### src/rtl/srt4_div_arbiter_if.sv
// srt4_div_arbiter_if: client request/response bus plus divider begin/end link.
// slave = arbiter side, master = clients + divider side.
interface srt4_div_arbiter_if #(
  parameter int N_REQ = 4,
  parameter int WIDTH = 8
);
  logic [N_REQ-1:0]       req;
  logic [N_REQ*WIDTH-1:0] req_dividend;
  logic [N_REQ*WIDTH-1:0] req_divisor;
  logic [N_REQ-1:0]       gnt;
  logic [N_REQ-1:0]       rsp_valid;
  logic [WIDTH-1:0]       rsp_quotient;
  logic [WIDTH-1:0]       rsp_remainder;
  logic                   rsp_dbz;
  logic                   rsp_timeout;
  logic                   div_begin;
  logic [WIDTH-1:0]       div_dividend;
  logic [WIDTH-1:0]       div_divisor;
  logic                   div_flush_b;
  logic                   div_end;
  logic [WIDTH-1:0]       div_quotient;
  logic [WIDTH-1:0]       div_remainder;

  modport slave (
    input  req, req_dividend, req_divisor,
    input  div_end, div_quotient, div_remainder,
    output gnt, rsp_valid, rsp_quotient, rsp_remainder,
    output rsp_dbz, rsp_timeout,
    output div_begin, div_dividend, div_divisor, div_flush_b
  );

  modport master (
    output req, req_dividend, req_divisor,
    output div_end, div_quotient, div_remainder,
    input  gnt, rsp_valid, rsp_quotient, rsp_remainder,
    input  rsp_dbz, rsp_timeout,
    input  div_begin, div_dividend, div_divisor, div_flush_b
  );
endinterface

### src/rtl/srt4_div_arbiter.sv
// srt4_div_arbiter: round-robin share of one SRT-4 divider among N_REQ
// clients. Ports: clk, rst_b (async low), bus (slave modport), busy.
module srt4_div_arbiter #(
  parameter int N_REQ   = 4,
  parameter int WIDTH   = 8,
  parameter int TIMEOUT = 255
) (
  input  logic              clk,
  input  logic              rst_b,
  srt4_div_arbiter_if.slave bus,
  output logic              busy
);
  localparam int LW = (N_REQ > 1) ? $clog2(N_REQ) : 1;
  localparam int CW = 16;

  typedef enum logic [2:0] {
    S_IDLE, S_LAUNCH, S_WAIT, S_ZERO,
    S_FLUSH1, S_FLUSH2, S_RESP
  } state_t;

  state_t           state, nxt;
  logic [LW-1:0]    last, owner, win;
  logic             hit, grant;
  logic [WIDTH-1:0] sel_dvd, sel_dvs;
  logic [WIDTH-1:0] dvd, dvs, q, r;
  logic             dbz, tmo;
  logic [CW-1:0]    cnt;
  int               idx;

  // first requester after the last winner, wrapping
  always_comb begin
    win = '0;
    hit = 1'b0;
    idx = 0;
    for (int k = 1; k <= N_REQ; k++) begin
      idx = int'(last) + k;
      if (idx >= N_REQ) idx = idx - N_REQ;
      if (!hit && bus.req[LW'(idx)]) begin
        hit = 1'b1;
        win = LW'(idx);
      end
    end
    sel_dvd = WIDTH'(bus.req_dividend >> (int'(win) * WIDTH));
    sel_dvs = WIDTH'(bus.req_divisor >> (int'(win) * WIDTH));
    grant = hit && (state == S_IDLE);
  end

  always_ff @(posedge clk or negedge rst_b) begin
    if (!rst_b) state <= S_IDLE;
    else        state <= nxt;
  end

  always_comb begin
    nxt           = state;
    bus.gnt       = '0;
    bus.rsp_valid = '0;
    bus.div_begin = 1'b0;
    bus.div_flush_b = 1'b1;
    busy          = (state != S_IDLE);
    unique case (state)
      S_IDLE: begin
        if (grant) begin
          bus.gnt = N_REQ'(1'b1) << win;
          nxt = (sel_dvs == '0) ? S_ZERO : S_LAUNCH;
        end
      end
      S_LAUNCH: begin
        bus.div_begin = 1'b1;
        nxt = S_WAIT;
      end
      S_WAIT: begin
        // a result on the last allowed cycle still wins
        if (bus.div_end) nxt = S_RESP;
        else if (cnt == CW'(TIMEOUT - 1)) nxt = S_FLUSH1;
      end
      S_ZERO: nxt = S_RESP;
      S_FLUSH1: begin
        bus.div_flush_b = 1'b0;
        nxt = S_FLUSH2;
      end
      S_FLUSH2: begin
        bus.div_flush_b = 1'b0;
        nxt = S_RESP;
      end
      S_RESP: begin
        bus.rsp_valid = N_REQ'(1'b1) << owner;
        nxt = S_IDLE;
      end
      default: nxt = S_IDLE;
    endcase
  end

  always_ff @(posedge clk or negedge rst_b) begin
    if (!rst_b) begin
      last  <= LW'(N_REQ - 1);
      owner <= '0;
      dvd   <= '0;
      dvs   <= '0;
      cnt   <= '0;
      q     <= '0;
      r     <= '0;
      dbz   <= 1'b0;
      tmo   <= 1'b0;
    end else begin
      if (grant) begin
        owner <= win;
        last  <= win;
        dvd   <= sel_dvd;
        dvs   <= sel_dvs;
      end
      if (state == S_LAUNCH)    cnt <= '0;
      else if (state == S_WAIT) cnt <= cnt + 1'b1;
      if (state == S_WAIT && bus.div_end) begin
        q   <= bus.div_quotient;
        r   <= bus.div_remainder;
        dbz <= 1'b0;
        tmo <= 1'b0;
      end
      if (state == S_ZERO) begin
        q   <= '1;
        r   <= dvd;
        dbz <= 1'b1;
        tmo <= 1'b0;
      end
      if (state == S_FLUSH2) begin
        q   <= '0;
        r   <= '0;
        dbz <= 1'b0;
        tmo <= 1'b1;
      end
    end
  end

  assign bus.div_dividend  = dvd;
  assign bus.div_divisor   = dvs;
  assign bus.rsp_quotient  = q;
  assign bus.rsp_remainder = r;
  assign bus.rsp_dbz       = dbz;
  assign bus.rsp_timeout   = tmo;
endmodule

### src/flat_wrapper.sv
// flat-port wrapper written by rule: the top's interface ports become plain ports
module srt4_div_arbiter_flat 
#(
  parameter int N_REQ   = 4,
  parameter int WIDTH   = 8,
  parameter int TIMEOUT = 255
)
  (clk, rst_b, busy, bus_req, bus_req_dividend, bus_req_divisor, bus_div_end, bus_div_quotient, bus_div_remainder, bus_gnt, bus_rsp_valid, bus_rsp_quotient, bus_rsp_remainder, bus_rsp_dbz, bus_rsp_timeout, bus_div_begin, bus_div_dividend, bus_div_divisor, bus_div_flush_b);
  srt4_div_arbiter_if #(.N_REQ(N_REQ), .WIDTH(WIDTH)) bus_i ();
  input  logic clk;
  input  logic rst_b;
  output logic busy;
  input wire logic [$bits(bus_i.req)-1:0] bus_req;
  input wire logic [$bits(bus_i.req_dividend)-1:0] bus_req_dividend;
  input wire logic [$bits(bus_i.req_divisor)-1:0] bus_req_divisor;
  input wire logic [$bits(bus_i.div_end)-1:0] bus_div_end;
  input wire logic [$bits(bus_i.div_quotient)-1:0] bus_div_quotient;
  input wire logic [$bits(bus_i.div_remainder)-1:0] bus_div_remainder;
  output wire logic [$bits(bus_i.gnt)-1:0] bus_gnt;
  output wire logic [$bits(bus_i.rsp_valid)-1:0] bus_rsp_valid;
  output wire logic [$bits(bus_i.rsp_quotient)-1:0] bus_rsp_quotient;
  output wire logic [$bits(bus_i.rsp_remainder)-1:0] bus_rsp_remainder;
  output wire logic [$bits(bus_i.rsp_dbz)-1:0] bus_rsp_dbz;
  output wire logic [$bits(bus_i.rsp_timeout)-1:0] bus_rsp_timeout;
  output wire logic [$bits(bus_i.div_begin)-1:0] bus_div_begin;
  output wire logic [$bits(bus_i.div_dividend)-1:0] bus_div_dividend;
  output wire logic [$bits(bus_i.div_divisor)-1:0] bus_div_divisor;
  output wire logic [$bits(bus_i.div_flush_b)-1:0] bus_div_flush_b;
  assign bus_i.req = bus_req;
  assign bus_i.req_dividend = bus_req_dividend;
  assign bus_i.req_divisor = bus_req_divisor;
  assign bus_i.div_end = bus_div_end;
  assign bus_i.div_quotient = bus_div_quotient;
  assign bus_i.div_remainder = bus_div_remainder;
  assign bus_gnt = bus_i.gnt;
  assign bus_rsp_valid = bus_i.rsp_valid;
  assign bus_rsp_quotient = bus_i.rsp_quotient;
  assign bus_rsp_remainder = bus_i.rsp_remainder;
  assign bus_rsp_dbz = bus_i.rsp_dbz;
  assign bus_rsp_timeout = bus_i.rsp_timeout;
  assign bus_div_begin = bus_i.div_begin;
  assign bus_div_dividend = bus_i.div_dividend;
  assign bus_div_divisor = bus_i.div_divisor;
  assign bus_div_flush_b = bus_i.div_flush_b;
  srt4_div_arbiter #(.N_REQ(N_REQ), .WIDTH(WIDTH), .TIMEOUT(TIMEOUT)) u_core (.clk(clk), .rst_b(rst_b), .bus(bus_i), .busy(busy));
endmodule
### config.mk
export PLATFORM = sky130hd
export DESIGN_NAME = srt4_div_arbiter_flat
export DESIGN_NICKNAME = d
export VERILOG_FILES = /design/src/rtl/srt4_div_arbiter_if.sv /design/src/rtl/srt4_div_arbiter.sv /design/src/flat_wrapper.sv
export SDC_FILE = /design/constraint.sdc
export NUM_CORES = 1
export LEC_CHECK = 0
export CORE_MARGIN = 5
export CORE_UTILIZATION = 40
export CTS_BUF_LIST = sky130_fd_sc_hd__clkbuf_4
export CTS_CLUSTER_DIAMETER = 150
export DETAILED_ROUTE_END_ITERATION = 10
export PLACE_DENSITY = 0.8
export SLEW_MARGIN = 20
export SYNTH_ARGS = -nofsm -noshare
export SYNTH_HDL_FRONTEND = slang
export SYNTH_SLANG_ARGS = --single-unit
### constraint.sdc
create_clock -name clk -period 3.7 [get_ports clk]
set_input_delay 0.74 -clock clk [delete_from_list [all_inputs] [get_ports clk]]
set_output_delay 0.74 -clock clk [all_outputs]
set_load 0.005 [all_outputs]
After elaboration in Yosys (flattened, before gate mapping)
Cells that the tools add are included.
Word-level totals
  memories kept: 0
  bits in read-only memories: 0
  logic and storage cells: 103
  input bits: 87
  bits in latches: 0
  output and inout port bits: 45
  bits in registers: 57
  bits in writable memories: 0
Operators by class
  magnitude comparators: 8
  reduce and logical (&&, ||, !) cells: 16
  multiplexer cells: 47
  bitwise operators: 0
  add/sub/neg operators: 9
  $mul: 0
  divide/modulo/power cells: 0
  shift operators: 4
  equal/unequal tests: 9
Operators with widths (number)
  $shr A32 B5 Y8: 2
  $mux W8: 6
  $mux W16: 2
  $mux W1: 19
  $mux W2: 9
  $add A16 B1 Y16 const B: 1
  $eq A16 B8 Y1 const B: 1
  $lt A2 B4 Y1 const B: 4
  $pmux W3 S5: 1
  $mux W4: 3
  $eq A3 B3 Y1 const B: 3
  $ge A3 B3 Y1 const B: 3
  $mux W3: 3
  $bmux W1 S2: 4
  $logic_not A8 Y1: 1
  $shl A1 B2 Y4 const A: 2
  $sub A2 B1 Y2 const B: 4
  $add A2 B2 Y3 const B: 2
  $eq A3 B2 Y1 const B: 2
  $reduce_bool A3 Y1: 2
  $logic_and A1 B1 Y1: 5
  $add A2 B3 Y4 const B: 1
  $ge A4 B3 Y1 const B: 1
  $reduce_or A2 Y1: 2
  other kinds (8): 10

Logic depth before layout (Yosys ltp)
  word-level depth: 21
  gate-level depth with buffers: 10
  gate-level depth less buffers: 8

Worst setup path after synthesis
OpenSTA, ideal clock, no wires.
  kind: input to output
  from: input port bus_req[0]
  to: output port bus_gnt[0]
  path slack: 1.080 ns
  stages: 6
  required time: 2.960 ns
  arrival: 1.880 ns
  buffers on the path: 2
  cell sequence: a21oi_1 > a31oi_1 > a21oi_2 > clkbuf_1 > clkbuf_1 > nor2_1
On the way
  longest elaborated chain between the ends: 16
Ends and longest elaborated chain
  from (decl): line flat_wrapper.sv:13  | input wire logic [$bits(bus_i.req)-1:0] bus_req;
  $bmux W1 S2: line srt4_div_arbiter.sv:38  | if (!hit && bus.req[LW'(idx)]) begin
  $mux W1 (implied by the code) (2 in series): line srt4_div_arbiter.sv:38
  $mux W1: line srt4_div_arbiter.sv:38
  $logic_not A1 Y1: line srt4_div_arbiter.sv:38
  $logic_and A1 B1 Y1: line srt4_div_arbiter.sv:38
  $mux W1: line srt4_div_arbiter.sv:38
  $logic_not A1 Y1: line srt4_div_arbiter.sv:38
  $logic_and A1 B1 Y1: line srt4_div_arbiter.sv:38
  $mux W1: line srt4_div_arbiter.sv:38
  $logic_not A1 Y1: line srt4_div_arbiter.sv:38
  $logic_and A1 B1 Y1: line srt4_div_arbiter.sv:38
  $mux W2 or $mux W1 (tied branches): line srt4_div_arbiter.sv:38
  $shl A1 B2 Y4 or $logic_and A1 B1 Y1 (tied branches): line srt4_div_arbiter.sv:63, srt4_div_arbiter.sv:45
  $mux W4 *: line srt4_div_arbiter.sv:62  | if (grant) begin
  $mux W4 *: line srt4_div_arbiter.sv:60  | unique case (state)
  to (decl): line flat_wrapper.sv:19  | output wire logic [$bits(bus_i.gnt)-1:0] bus_gnt;
Mark *: on every way between the ends. The rest lies on a longest branch, timed or not. The select of a mux whose other input is x is not followed.

Final worst setup path
Same ends and word-level chain as after synthesis.

==> flow_metrics.py <==
metrics = {
    "run_status": {
        "status": "finished clean",
    },
    "die": {
        "design.core.area_sq_um": 8130,
        "dieArea_sq_um": 10200,
        "fp.dieH_um": 101,
        "num_rows": 33,
        "start_util_pct": 40.7,
        "num_io_pins": 132,
        "die_w_um": 101,
    },
    "logic_synthesis": {
        "synth-seq-cells": 57,
        "syn-instance-count": 369,
        "syn_nets": 458,
        "async_reset_ff_share_pct": 100,
        "synth_edf_count": 0,
        "ys_seq_area_share_pct": 43.1,
        "synth.top_cell.area_share_pct": 41.6,
        "synthTopCellsByArea": "dfrtp_1 42%, mux2i_1 11%, nand2_1 8.0%, o21ai_0 7.0%, mux2_2 4.1%",
        "synthFlopType": "dfrtp_1",
        "syn-mean-instance-area_sq_um": 8.98,
        "yosysUniqueCellTypes": 46,
        "netlist_area_sq_um": 3310,
        "synth_top_cell_by_area": "dfrtp_1",
        "synth_most_common_cell": "nand2_1",
        "yosys_warnings": 0,
        "synth_commonest_cells": "71 x nand2_1, 55 x dfrtp_1, 46 x o21ai_0",
    },
    "placed_design": {
        "port_buffers": 131,
        "dpl_cell_area_sq_um": 4710,
        "gp_congestion": 0.849,
        "hpwl_um": 7180,
    },
    "clock_network": {
        "cts_made_buffers": 9,
        "clockRootBuffer": "clkbuf_4",
        "clock_latency_ns": 0.40,
        "htree_levels": 3,
        "clock_path_buffers": 2,
        "clock_sinks": 57,
        "postCtsHoldBufs": 0,
        "cts_setup_buffers": 0,
        "clk_pin_slew_ns": 0.11,
        "cts_tree": "done",
        "cts_resized": 0,
    },
    "grt": {
        "grt_overflow_total": 0,
        "grt_util_met1_pct": 21.2,
        "use_met2_pct": 30.7,
        "busiest_layer": "met2",
        "antenna_found_initial": 0,
        "grt_use_total_pct": 18.2,
        "grt_pass1_vias": 3277,
        "grt_pass1_wl_um": 15000,
        "grt_max_degree": 43,
        "use_met3_pct": 7.06,
    },
    "sta": {
        "rsz0062_at_grt": "no",
        "max-slew-margin-rel_pct": 37.5,
        "fmax_mhz": 296,
        "fin_tns_setup_ns": 0,
        "fin_skew_ns": 0.0154,
        "finalHoldViolCount": 0,
        "finalCriticalPeriod_ns": 3.38,
        "setup_viol": 0,
        "tightestPinTransition_ns": 0.938,
        "slew_violations": 0,
        "post-route-period-util_pct": 91.3,
    },
    "drt": {
        "drt_iter0_drc": 129,
        "totalWireLength_um": 9150,
        "drt_pass1_iterations": 4,
        "ant_nets": 0,
        "vias": 3217,
        "wl_per_cell_um": 15.0,
        "drc_errors": 0,
        "vias_per_cell": 5.28,
    },
    "setup_path": {
        "end_kind": "output pin",
        "crit_type": "in2out",
        "critPathMaxFanout": 4,
        "cp.required_ns": 2.96,
        "worst_ep_arrival_time_ns": 2.64,
        "cp-start-kind": "primary input",
    },
    "layout": {
        "area_growth_pct": 45.6,
        "drive_gt1_share_pct": 9.33,
        "insertedDiodeCount": 0,
        "stdcell_area_sq_um": 4820,
        "nNetsFinal": 588,
    },
    "power": {
        "p_per_area_nw_per_um2": 649,
        "p_leak_uw": 0.00211,
        "peakVddDrop_mv": 0.265,
    },
    "hold_path": {
        "hold_path_class": "in2async",
    },
    "run": {
        "cap_viol_max_count": 0,
    },
}
-- worst max-delay path, stage by stage --
cell,delay [ns]
clkdlybuf4s50_1,0.57
nand2_1,0.07
a32o_1,0.26
a21oi_1,0.15
nand2_1,0.14
nor2_1,0.15
clkdlybuf4s50_1,0.55
-- cell usage in the layout (no fill, tap or decap), types with 6 or more instances in the layout --
master / count
clkdlybuf4s50_1: 130
nand2_1: 71
dfrtp_1: 55
o21ai_0: 46
mux2i_1: 37
nor2_1: 30
mux2_2: 12
buf_4: 10
a21oi_1: 9
clkbuf_4: 9
o22ai_1: 8
a221oi_1: 8
nand3_1: 7
nand2b_1: 6
-- area by class of cell --
type,instances,area (sq um)
fill,727,3310
multi-input combinational,285,1750
sequential,57,1430
timing repair buffer,141,1380
tap,105,131
clock buffer,9,67.6
clock inverter,7,47.5
inverter,5,18.8
-- sequential cells by signal, summed over array words and instances (netlist names) --
register,cells
u_core.bus.rsp_remainder,8
u_core.owner,2
u_core.bus.rsp_timeout,1
u_core.bus.div_divisor,8
u_core.bus.div_dividend,8
u_core.bus.rsp_quotient,8
u_core.state,3
u_core.bus.rsp_dbz,1
u_core.last,2
u_core.cnt,16
-- cells by family after synthesis --
kind of cell             share of synthesized area (%)
AND/OR/NAND/NOR                                   18.5
AO/OA/AOI/OAI                                     18.0
flip-flops                                        43.1
multiplexers                                      15.3
buffers and inverters                             4.08
adder cells (fa/ha/maj)                          0.755
XOR/XNOR                                         0.264
-- where the power goes --
part	leakage (uW)	switching, uW	internal (uW)	total, uW
Clock	0.0000532	247	135	382
Combinational	0.00133	797	880	1680
Sequential	0.000725	212	861	1070
-- per-stage QoR --
step	total power, uW	setup slack (ns)	utilization (%)	cells	hold WS (ns)
floorplan	2020	1.08	-	369	0.438
finish	3130	0.321	59.3	609	0.470
global placement	2720	0.334	57.9	593	0.460
detailed placement	2780	0.321	57.9	593	0.468
CTS	3170	0.299	59.3	609	0.483
global route	3390	0.193	59.3	609	0.506
-- metal layers --
layer | vias up | wire, um
li1 | 1585 | -
met1 | 1498 | 3530
met2 | 123 | 4550
met3 | 11 | 945
met4 | 0 | 123
met5 | - | 0
-- path summary, 6_finish.rpt --
| path | end | slack [ns] | from | depth (start not counted) |
|---|---|---|---|---|
| hold / removal | u_core.owner[1] | 0.47 | rst_b | 1 |
| hold reg to reg | u_core.bus.rsp_remainder[2] | 0.49 | u_core.bus.rsp_remainder[2] | 2 |
| setup / recovery | bus_gnt[0] | 0.32 | bus_req[0] | 7 |
| max in group asynchronous | u_core.bus.div_dividend[3] | 2.45 | rst_b | 2 |
| setup reg to reg | u_core.state[1] | 1.15 | u_core.last[1] | 8 |
| min in group clk | u_core.bus.rsp_remainder[2] | 0.49 | u_core.bus.rsp_remainder[2] | 2 |
(Power assumes the default switching activity.)
